## src/rtl/fadd_pipe_sched_pkg.sv

```systemverilog
// Shared FPU definitions: word widths, rounding-mode encodings and the canonical quiet NaN.
package fadd_pipe_sched_pkg;

    localparam int FP_W = 32;
    localparam int RM_W = 2;

    typedef enum logic [RM_W-1:0] {
        RNE = 2'd0,
        RZ  = 2'd1,
        RUP = 2'd2,
        RDN = 2'd3
    } rm_e;

    localparam logic [FP_W-1:0] FP_QNAN = 32'h7FC0_0000;

endpackage

```

## src/rtl/float_adder_pipe.sv

```systemverilog
// Single-precision IEEE-754 adder: align into a2c, add into c2n, then normalise/round/pack
// combinationally from c2n. Every register advances only while en is high.
module float_adder_pipe
    import fadd_pipe_sched_pkg::*;
(
    input  logic            clk,
    input  logic            en,
    input  logic [FP_W-1:0] a,
    input  logic [FP_W-1:0] b,
    input  logic            sub,
    input  logic [RM_W-1:0] rm,
    output logic [FP_W-1:0] s
);

    function automatic logic round_up(input logic [RM_W-1:0] mode, input logic sign,
                                      input logic lsb, input logic guard, input logic sticky);
        case (rm_e'(mode))
            RNE:     round_up = guard & (sticky | lsb);
            RZ:      round_up = 1'b0;
            RUP:     round_up = ~sign & (guard | sticky);
            default: round_up = sign & (guard | sticky);
        endcase
    endfunction

    function automatic logic [FP_W-1:0] pack(input logic sign, input logic [9:0] exp,
                                             input logic [23:0] mant, input logic [RM_W-1:0] mode);
        logic to_inf;
        to_inf = 1'b0;
        if (exp >= 10'd255) begin
            case (rm_e'(mode))
                RNE:     to_inf = 1'b1;
                RZ:      to_inf = 1'b0;
                RUP:     to_inf = ~sign;
                default: to_inf = sign;
            endcase
            pack = to_inf ? {sign, 8'hFF, 23'h0} : {sign, 8'hFE, 23'h7F_FFFF};
        end else begin
            // A clear hidden bit at the minimum exponent means the result is subnormal.
            pack = {sign, mant[23] ? exp[7:0] : 8'h00, mant[22:0]};
        end
    endfunction

    logic            b_sign, mag_ge, a_nan, b_nan, a_inf, b_inf;
    logic [FP_W-1:0] x, y;
    logic [7:0]      ex, ey, d;
    logic [4:0]      dcap;
    logic [23:0]     mx, my;
    logic [53:0]     wide;
    logic [26:0]     my_al;

    // Stage a: unpack, order by magnitude, align the smaller operand with sticky
    always_comb begin
        b_sign = b[31] ^ sub;
        mag_ge = a[30:0] >= b[30:0];
        x      = mag_ge ? a : {b_sign, b[30:0]};
        y      = mag_ge ? {b_sign, b[30:0]} : a;
        ex     = (x[30:23] == 8'd0) ? 8'd1 : x[30:23];
        ey     = (y[30:23] == 8'd0) ? 8'd1 : y[30:23];
        mx     = {x[30:23] != 8'd0, x[22:0]};
        my     = {y[30:23] != 8'd0, y[22:0]};
        d      = ex - ey;
        dcap   = (d > 8'd27) ? 5'd27 : d[4:0];
        wide   = {my, 3'b000, 27'd0} >> dcap;
        my_al  = {wide[53:28], wide[27] | (|wide[26:0])};
        a_nan  = (a[30:23] == 8'hFF) && (a[22:0] != 23'd0);
        b_nan  = (b[30:23] == 8'hFF) && (b[22:0] != 23'd0);
        a_inf  = (a[30:23] == 8'hFF) && (a[22:0] == 23'd0);
        b_inf  = (b[30:23] == 8'hFF) && (b[22:0] == 23'd0);
    end

    logic            sx_p1, sy_p1, nan_p1, inf_p1, infs_p1;
    logic [7:0]      ex_p1;
    logic [23:0]     mx_p1;
    logic [26:0]     my_p1;
    logic [RM_W-1:0] rm_p1;

    always_ff @(posedge clk) begin
        if (en) begin
            sx_p1   <= x[31];
            sy_p1   <= y[31];
            ex_p1   <= ex;
            mx_p1   <= mx;
            my_p1   <= my_al;
            nan_p1  <= a_nan | b_nan | (a_inf & b_inf & (a[31] != b_sign));
            inf_p1  <= a_inf | b_inf;
            infs_p1 <= a_inf ? a[31] : b_sign;
            rm_p1   <= rm;
        end
    end

    logic [27:0] sum_c;
    logic        sign_c;

    // Stage c: magnitude add/subtract; an exact zero from opposite signs takes +0 except under RDN
    always_comb begin
        if (sx_p1 == sy_p1) sum_c = {1'b0, mx_p1, 3'b000} + {1'b0, my_p1};
        else                sum_c = {1'b0, mx_p1, 3'b000} - {1'b0, my_p1};
        sign_c = sx_p1;
        if (sum_c == 28'd0 && sx_p1 != sy_p1) sign_c = (rm_e'(rm_p1) == RDN);
    end

    logic            sign_p2, nan_p2, inf_p2, infs_p2;
    logic [7:0]      ex_p2;
    logic [27:0]     sum_p2;
    logic [RM_W-1:0] rm_p2;

    always_ff @(posedge clk) begin
        if (en) begin
            sign_p2 <= sign_c;
            ex_p2   <= ex_p1;
            sum_p2  <= sum_c;
            nan_p2  <= nan_p1;
            inf_p2  <= inf_p1;
            infs_p2 <= infs_p1;
            rm_p2   <= rm_p1;
        end
    end

    logic [4:0]  lead, lsh;
    logic [26:0] norm;
    logic [9:0]  exp_n;
    logic        inc;
    logic [24:0] mant_r;
    logic [23:0] mant;

    // Stage n: normalise (left shift limited so the exponent never drops below 1), round, pack
    always_comb begin
        lead = 5'd0;
        for (int i = 0; i < 27; i++) begin
            if (sum_p2[i]) lead = 5'(i);
        end
        lsh = 5'd26 - lead;
        if ({3'b000, lsh} > (ex_p2 - 8'd1)) lsh = 5'(ex_p2 - 8'd1);
        if (sum_p2[27]) begin
            norm  = {sum_p2[27:2], |sum_p2[1:0]};
            exp_n = {2'b00, ex_p2} + 10'd1;
        end else begin
            norm  = sum_p2[26:0] << lsh;
            exp_n = {2'b00, ex_p2} - {5'd0, lsh};
        end
        inc    = round_up(rm_p2, sign_p2, norm[3], norm[2], |norm[1:0]);
        mant_r = {1'b0, norm[26:3]} + {24'd0, inc};
        mant   = mant_r[23:0];
        if (mant_r[24]) begin
            mant  = mant_r[24:1];
            exp_n = exp_n + 10'd1;
        end
        if (nan_p2)                s = FP_QNAN;
        else if (inf_p2)           s = {infs_p2, 8'hFF, 23'h0};
        else if (sum_p2 == 28'd0)  s = {sign_p2, 31'h0};
        else                       s = pack(sign_p2, exp_n, mant, rm_p2);
    end

endmodule

```

## src/rtl/fadd_pipe_sched.sv

```systemverilog
// Round-robin front end sharing one pipelined FP adder between two requesters, with
// per-stage valid/ID/tag shadows and a single registered valid/ready result port.
module fadd_pipe_sched
    import fadd_pipe_sched_pkg::*;
#(
    parameter int TAGW = 4
) (
    input  logic            clk,
    input  logic            rst_n,
    input  logic [1:0]      req_valid,
    output logic [1:0]      req_ready,
    input  logic [FP_W-1:0] req_a0,
    input  logic [FP_W-1:0] req_b0,
    input  logic [FP_W-1:0] req_a1,
    input  logic [FP_W-1:0] req_b1,
    input  logic [1:0]      req_sub,
    input  logic [RM_W-1:0] req_rm0,
    input  logic [RM_W-1:0] req_rm1,
    input  logic [TAGW-1:0] req_tag0,
    input  logic [TAGW-1:0] req_tag1,
    output logic            res_valid,
    input  logic            res_ready,
    output logic [FP_W-1:0] res_data,
    output logic            res_id,
    output logic [TAGW-1:0] res_tag,
    output logic            busy
);

    logic            en, accept, gid, last;
    logic [1:0]      grant;
    logic            vc, vn, idc, idn;
    logic [TAGW-1:0] tagc, tagn;
    logic [FP_W-1:0] add_a, add_b, add_s;
    logic            add_sub;
    logic [RM_W-1:0] add_rm;

    // The whole pipe freezes only when a finished result in c2n has nowhere to go.
    assign en = !(vn && res_valid && !res_ready);

    always_comb begin
        grant = 2'b00;
        if (en) begin
            case (req_valid)
                2'b01:   grant = 2'b01;
                2'b10:   grant = 2'b10;
                2'b11:   grant = last ? 2'b01 : 2'b10;
                default: grant = 2'b00;
            endcase
        end
        req_ready = grant;
        accept    = |grant;
        gid       = grant[1];
        add_a     = gid ? req_a1 : req_a0;
        add_b     = gid ? req_b1 : req_b0;
        add_sub   = gid ? req_sub[1] : req_sub[0];
        add_rm    = gid ? req_rm1 : req_rm0;
    end

    float_adder_pipe u_add (
        .clk (clk),
        .en  (en),
        .a   (add_a),
        .b   (add_b),
        .sub (add_sub),
        .rm  (add_rm),
        .s   (add_s)
    );

    // Control state: shadow valids, arbitration history and the result register
    always_ff @(posedge clk or negedge rst_n) begin
        if (!rst_n) begin
            vc        <= 1'b0;
            vn        <= 1'b0;
            last      <= 1'b1;
            res_valid <= 1'b0;
            res_data  <= '0;
            res_id    <= 1'b0;
            res_tag   <= '0;
        end else begin
            if (en) begin
                vn <= vc;
                vc <= accept;
            end
            if (accept) last <= gid;
            if (vn && en) begin
                res_valid <= 1'b1;
                res_data  <= add_s;
                res_id    <= idn;
                res_tag   <= tagn;
            end else if (res_ready) begin
                res_valid <= 1'b0;
            end
        end
    end

    // ID/tag shadows ride alongside the adder's a2c and c2n registers
    always_ff @(posedge clk) begin
        if (en) begin
            idn  <= idc;
            tagn <= tagc;
            idc  <= gid;
            tagc <= gid ? req_tag1 : req_tag0;
        end
    end

    assign busy = vc | vn | res_valid;

endmodule

```

## config.mk

```make
export PLATFORM = sky130hd
export DESIGN_NAME = fadd_pipe_sched
export DESIGN_NICKNAME = d
export VERILOG_FILES = /design/src/rtl/fadd_pipe_sched_pkg.sv /design/src/rtl/float_adder_pipe.sv /design/src/rtl/fadd_pipe_sched.sv
export SDC_FILE = /design/constraint.sdc
export NUM_CORES = 1
export LEC_CHECK = 0
export CAP_MARGIN = 10
export CELL_PAD_IN_SITES_DETAIL_PLACEMENT = 0
export CELL_PAD_IN_SITES_GLOBAL_PLACEMENT = 1
export CORE_ASPECT_RATIO = 0.8
export CORE_MARGIN = 1.5
export CORE_UTILIZATION = 40
export DETAILED_ROUTE_END_ITERATION = 8
export GPL_ROUTABILITY_DRIVEN = 0
export PLACE_DENSITY_LB_ADDON = 0.1
export SYNTH_ARGS = -nofsm -noshare
export SYNTH_HDL_FRONTEND = slang
export SYNTH_SLANG_ARGS = --single-unit
```

## constraint.sdc

```tcl
create_clock -name clk -period 14.9 [get_ports clk]
set_clock_uncertainty 0.05 [all_clocks]
set_input_delay 4.47 -clock clk [delete_from_list [all_inputs] [get_ports clk]]
set_output_delay 4.47 -clock clk [all_outputs]
set_load 0.02 [all_outputs]
```

==> results.json <==
{
  "vdd_ir_drop_max_uv": 151,
  "vias": 15500,
  "critical-path-top-cell-by-count": "sky130_fd_sc_hd__mux2i_1",
  "crit_fanout": 39,
  "netlist.top_cell.by_area": "sky130_fd_sc_hd__edfxtp_1",
  "global_route.overflow_total": 0,
  "share_comb_of_total_power_pct": 72.1,
  "cellInternalPower_mw": 2.09,
  "cts_root_buffer": "sky130_fd_sc_hd__clkbuf_16",
  "postSynthRegisterBits": 159,
  "clk-insertion-delay-late_ns": 0.45,
  "holdBufCountCts": 0,
  "final.period_utilization_pct": 93.9,
  "tritoncts.num_buffers": 17,
  "layout-area-overhead-vs-synth_pct": 18.9,
  "asyncSetResetFlopFracSynth_pct": 25.8,
  "boundaryPins": 188,
  "synth_commonest_cells": "206 x sky130_fd_sc_hd__nand2_1, 184 x sky130_fd_sc_hd__mux2i_1, 145 x sky130_fd_sc_hd__nor2_1, 118 x sky130_fd_sc_hd__edfxtp_1, 112 x sky130_fd_sc_hd__inv_1",
  "run_status": "complete, no violations",
  "clkSinkCount": 159,
  "detail_route.wirelength_um": 53800,
  "worstPathArrival_ns": 14.13,
  "synthesis.area_um2": 16400,
  "antennaDiodeCount": 0,
  "power.switching_fraction_pct": 52.6,
  "netlist.area_leader.share_pct": 21.6,
  "drt-pass1-iter-count": 8,
  "totalPowerFinal_mw": 4.41,
  "synthCells": 1915,
  "die_width_um": 229,
  "synthTopCellsByArea": "sky130_fd_sc_hd__edfxtp_1 22%, sky130_fd_sc_hd__mux2i_1 11%, sky130_fd_sc_hd__ha_1 8.0%",
  "critPathLaunchType": "primary input",
  "first_global_vias": 14700,
  "iteration_0_drc_count_of_the_detailed_router": 1555,
  "fin_crit_ns": 13.99,
  "dieHeight_um": 184,
  "postSynthAreaPerCell_um2": 8.56,
  "slew_worst_pin_ns": 1.17,
  "worst_ep_required_time_ns": 15.04,
  "max_transition_margin_pct": 21.0,
  "power.sequential.fraction_pct": 18.3,
  "netlist-cell-type-count": 97,
  "unrepaired_setup_endpoints_after_global_routing": "false",
  "hold_path.class": "flop to flop",
  "final_cells": 2614,
  "yosysSeqAreaShare_pct": 27.9,
  "antenna_found_initial": 1,
  "drcViolationCount": 0,
  "mappedNetlistNets": 2170,
  "netSwitchingPower_mw": 2.32,
  "critical_path.max_stage_delay_ns": 0.68,
  "holdWs_ns": 0.368,
  "tritoncts": "done",
  "slowest_stage": "sky130_fd_sc_hd__nor3_4",
  "synth-edff-count": 118,
  "cts_resized": 0,
  "die-area_um2": 42200,
  "largest_net_degree_at_the_start_of_global_routing": 83,
  "post-dp-hpwl_um": 42900,
  "place.detailed.instances": 2582,
  "power_frac_clock_pct": 9.5,
  "antenna_violating_nets_post_route": 0,
  "groute.usage.overall_pct": 25.3,
  "worstSetupPathType": "primary input to flop",
  "initial_utilization_pct": 40.4,
  "layout_cell_share_with_drive_strength_beyond_1_pct": 8.50,
  "avgRoutedWirePerCell_um": 20.6,
  "post_cts_buffers": 0,
  "clock_tree.htree_level_count": 4,
  "viasPerCell": 5.94,
  "clk_pin_slew_ns": 0.07,
  "final-hold-violation-count": 0,
  "fmax_ghz": 0.0715,
  "drv_slew": 0,
  "finalNetCount": 2312,
  "core_region_area_um2": 40500,
  "setup.worst_path.end_class": "flop",
  "cellPowerDensity_nw_per_um2": 226,
  "num_rows": 66,
  "synth_ff_type": "sky130_fd_sc_hd__edfxtp_1",
  "clock_path_buffers": 2,
  "first_pass_grt_wire_length_um": 83900,
  "layout.core_utilization_pct": 48.0,
  "max_cap_viol_count": 0,
  "port_buffers": 187,
  "setup_viol": 0,
  "cellLeakagePower_nw": 8.08,
  "synth-warning-count": 0,
  "synth.most_common_cell": "sky130_fd_sc_hd__nand2_1"
}
==> flip-flops by register name (all words and copies together) (netlist names), 2 cells and up <==
name	cells
res_data	32
u_add.sum_p2	28
u_add.my_p1	27
u_add.mx_p1	24
u_add.ex_p1	8
u_add.ex_p2	8
res_tag	4
tagc	4
tagn	4
u_add.rm_p1	2
u_add.rm_p2	2
==> cell usage in the layout, fill, tap and decap left out, types with 35 or more instances in the layout <==
cell                              instances
sky130_fd_sc_hd__nand3_1                 41
sky130_fd_sc_hd__clkdlybuf4s50_1        186
sky130_fd_sc_hd__nor3_1                  48
sky130_fd_sc_hd__nand4_1                 36
sky130_fd_sc_hd__buf_4                   35
sky130_fd_sc_hd__a21oi_1                 97
sky130_fd_sc_hd__inv_1                  112
sky130_fd_sc_hd__ha_1                   104
sky130_fd_sc_hd__mux2i_1                175
sky130_fd_sc_hd__nor2_1                 145
sky130_fd_sc_hd__o21ai_0                 84
sky130_fd_sc_hd__o211ai_1                38
sky130_fd_sc_hd__xnor2_1                 42
sky130_fd_sc_hd__edfxtp_1               118
sky130_fd_sc_hd__nand2_1                206
sky130_fd_sc_hd__dfrtp_1                 40
sky130_fd_sc_hd__mux2_2                  44
==> layout make-up <==
| cell class | count | area [um2] |
|---|---|---|
| Tap cell | 544 | 681 |
| Inverter | 116 | 437 |
| Fill cell | 3878 | 21100 |
| Timing Repair Buffer | 222 | 2130 |
| Sequential cell | 159 | 4570 |
| Clock inverter | 15 | 134 |
| Multi-Input combinational cell | 1541 | 11100 |
| Clock buffer | 17 | 425 |
==> through the flow <==
stage / setup slack, ns / TNS [ns] / area (um2)
global route: 0.334 / 0 / 19500
CTS: 1.01 / 0 / 19500
finish: 0.914 / 0 / 19500
floorplan: -0.438 / -0.438 / 16700
detailed placement: 0.554 / 0 / 18900
global placement: 0.788 / 0 / 18900
==> routing by layer <==
metal / track usage [%] / share of wire [%] / vias up
met2: 36.4 / 41 / 624
met5: 0 / 0 / -
met4: 6.29 / 1.7 / 0
met1: 38.0 / 50 / 7421
met3: 5.46 / 7.7 / 67
li1: - / - / 7418
==> power by group through the flow <==
| stage | Sequential [mW] | Combinational [mW] | Clock, mW |
|---|---|---|---|
| after global placement | 0.811 | 3.10 | 0 |
| final | 0.809 | 3.18 | 0.421 |
| after CTS | 0.805 | 3.12 | 0.432 |
| after detailed placement | 0.813 | 3.10 | 0 |
| after global routing | 0.823 | 3.45 | 0.448 |
| after floorplan | 0.779 | 2.26 | 0 |
==> path summary, 6_finish.rpt <==
check / start / end / slack [ns] / depth (start not counted)
max reg2reg: last / u_add.my_p1[0] / 4.96 / 33
max in group asynchronous: rst_n / res_data[31] / 10.07 / 1
min: u_add.nan_p1 / u_add.nan_p2 / 0.37 / 0
max: res_ready / u_add.my_p1[0] / 0.91 / 34
min reg2reg: u_add.nan_p1 / u_add.nan_p2 / 0.37 / 0
min in group asynchronous: rst_n / res_data[14] / 4.10 / 1
==> critical path, delay by kind of cell <==
kind	cells	cell delay, ns
buffers and inverters	4	1.39
and+or+nand+nor	8	1.92
AOI/OAI and AO/OA	12	3.04
xor gates and xnor gates	1	0.30
muxes	6	2.02
adders and majority gates	3	0.93
==> kinds of logic (layout without fill, tap and decap cells) <==
family | after synthesis | after routing | synth area share [%]
AND/OR/NAND/NOR | 653 | 653 | 19.7
flip-flops | 159 | 159 | 27.9
adder cells (fa/ha/maj) | 108 | 108 | 8.38
multiplexers | 231 | 231 | 14.7
XOR/XNOR | 70 | 70 | 3.74
AO/OA/AOI/OAI | 479 | 479 | 20.3
buffers and inverters | 215 | 370 | 5.35
Power figures use the tool's default switching activity.
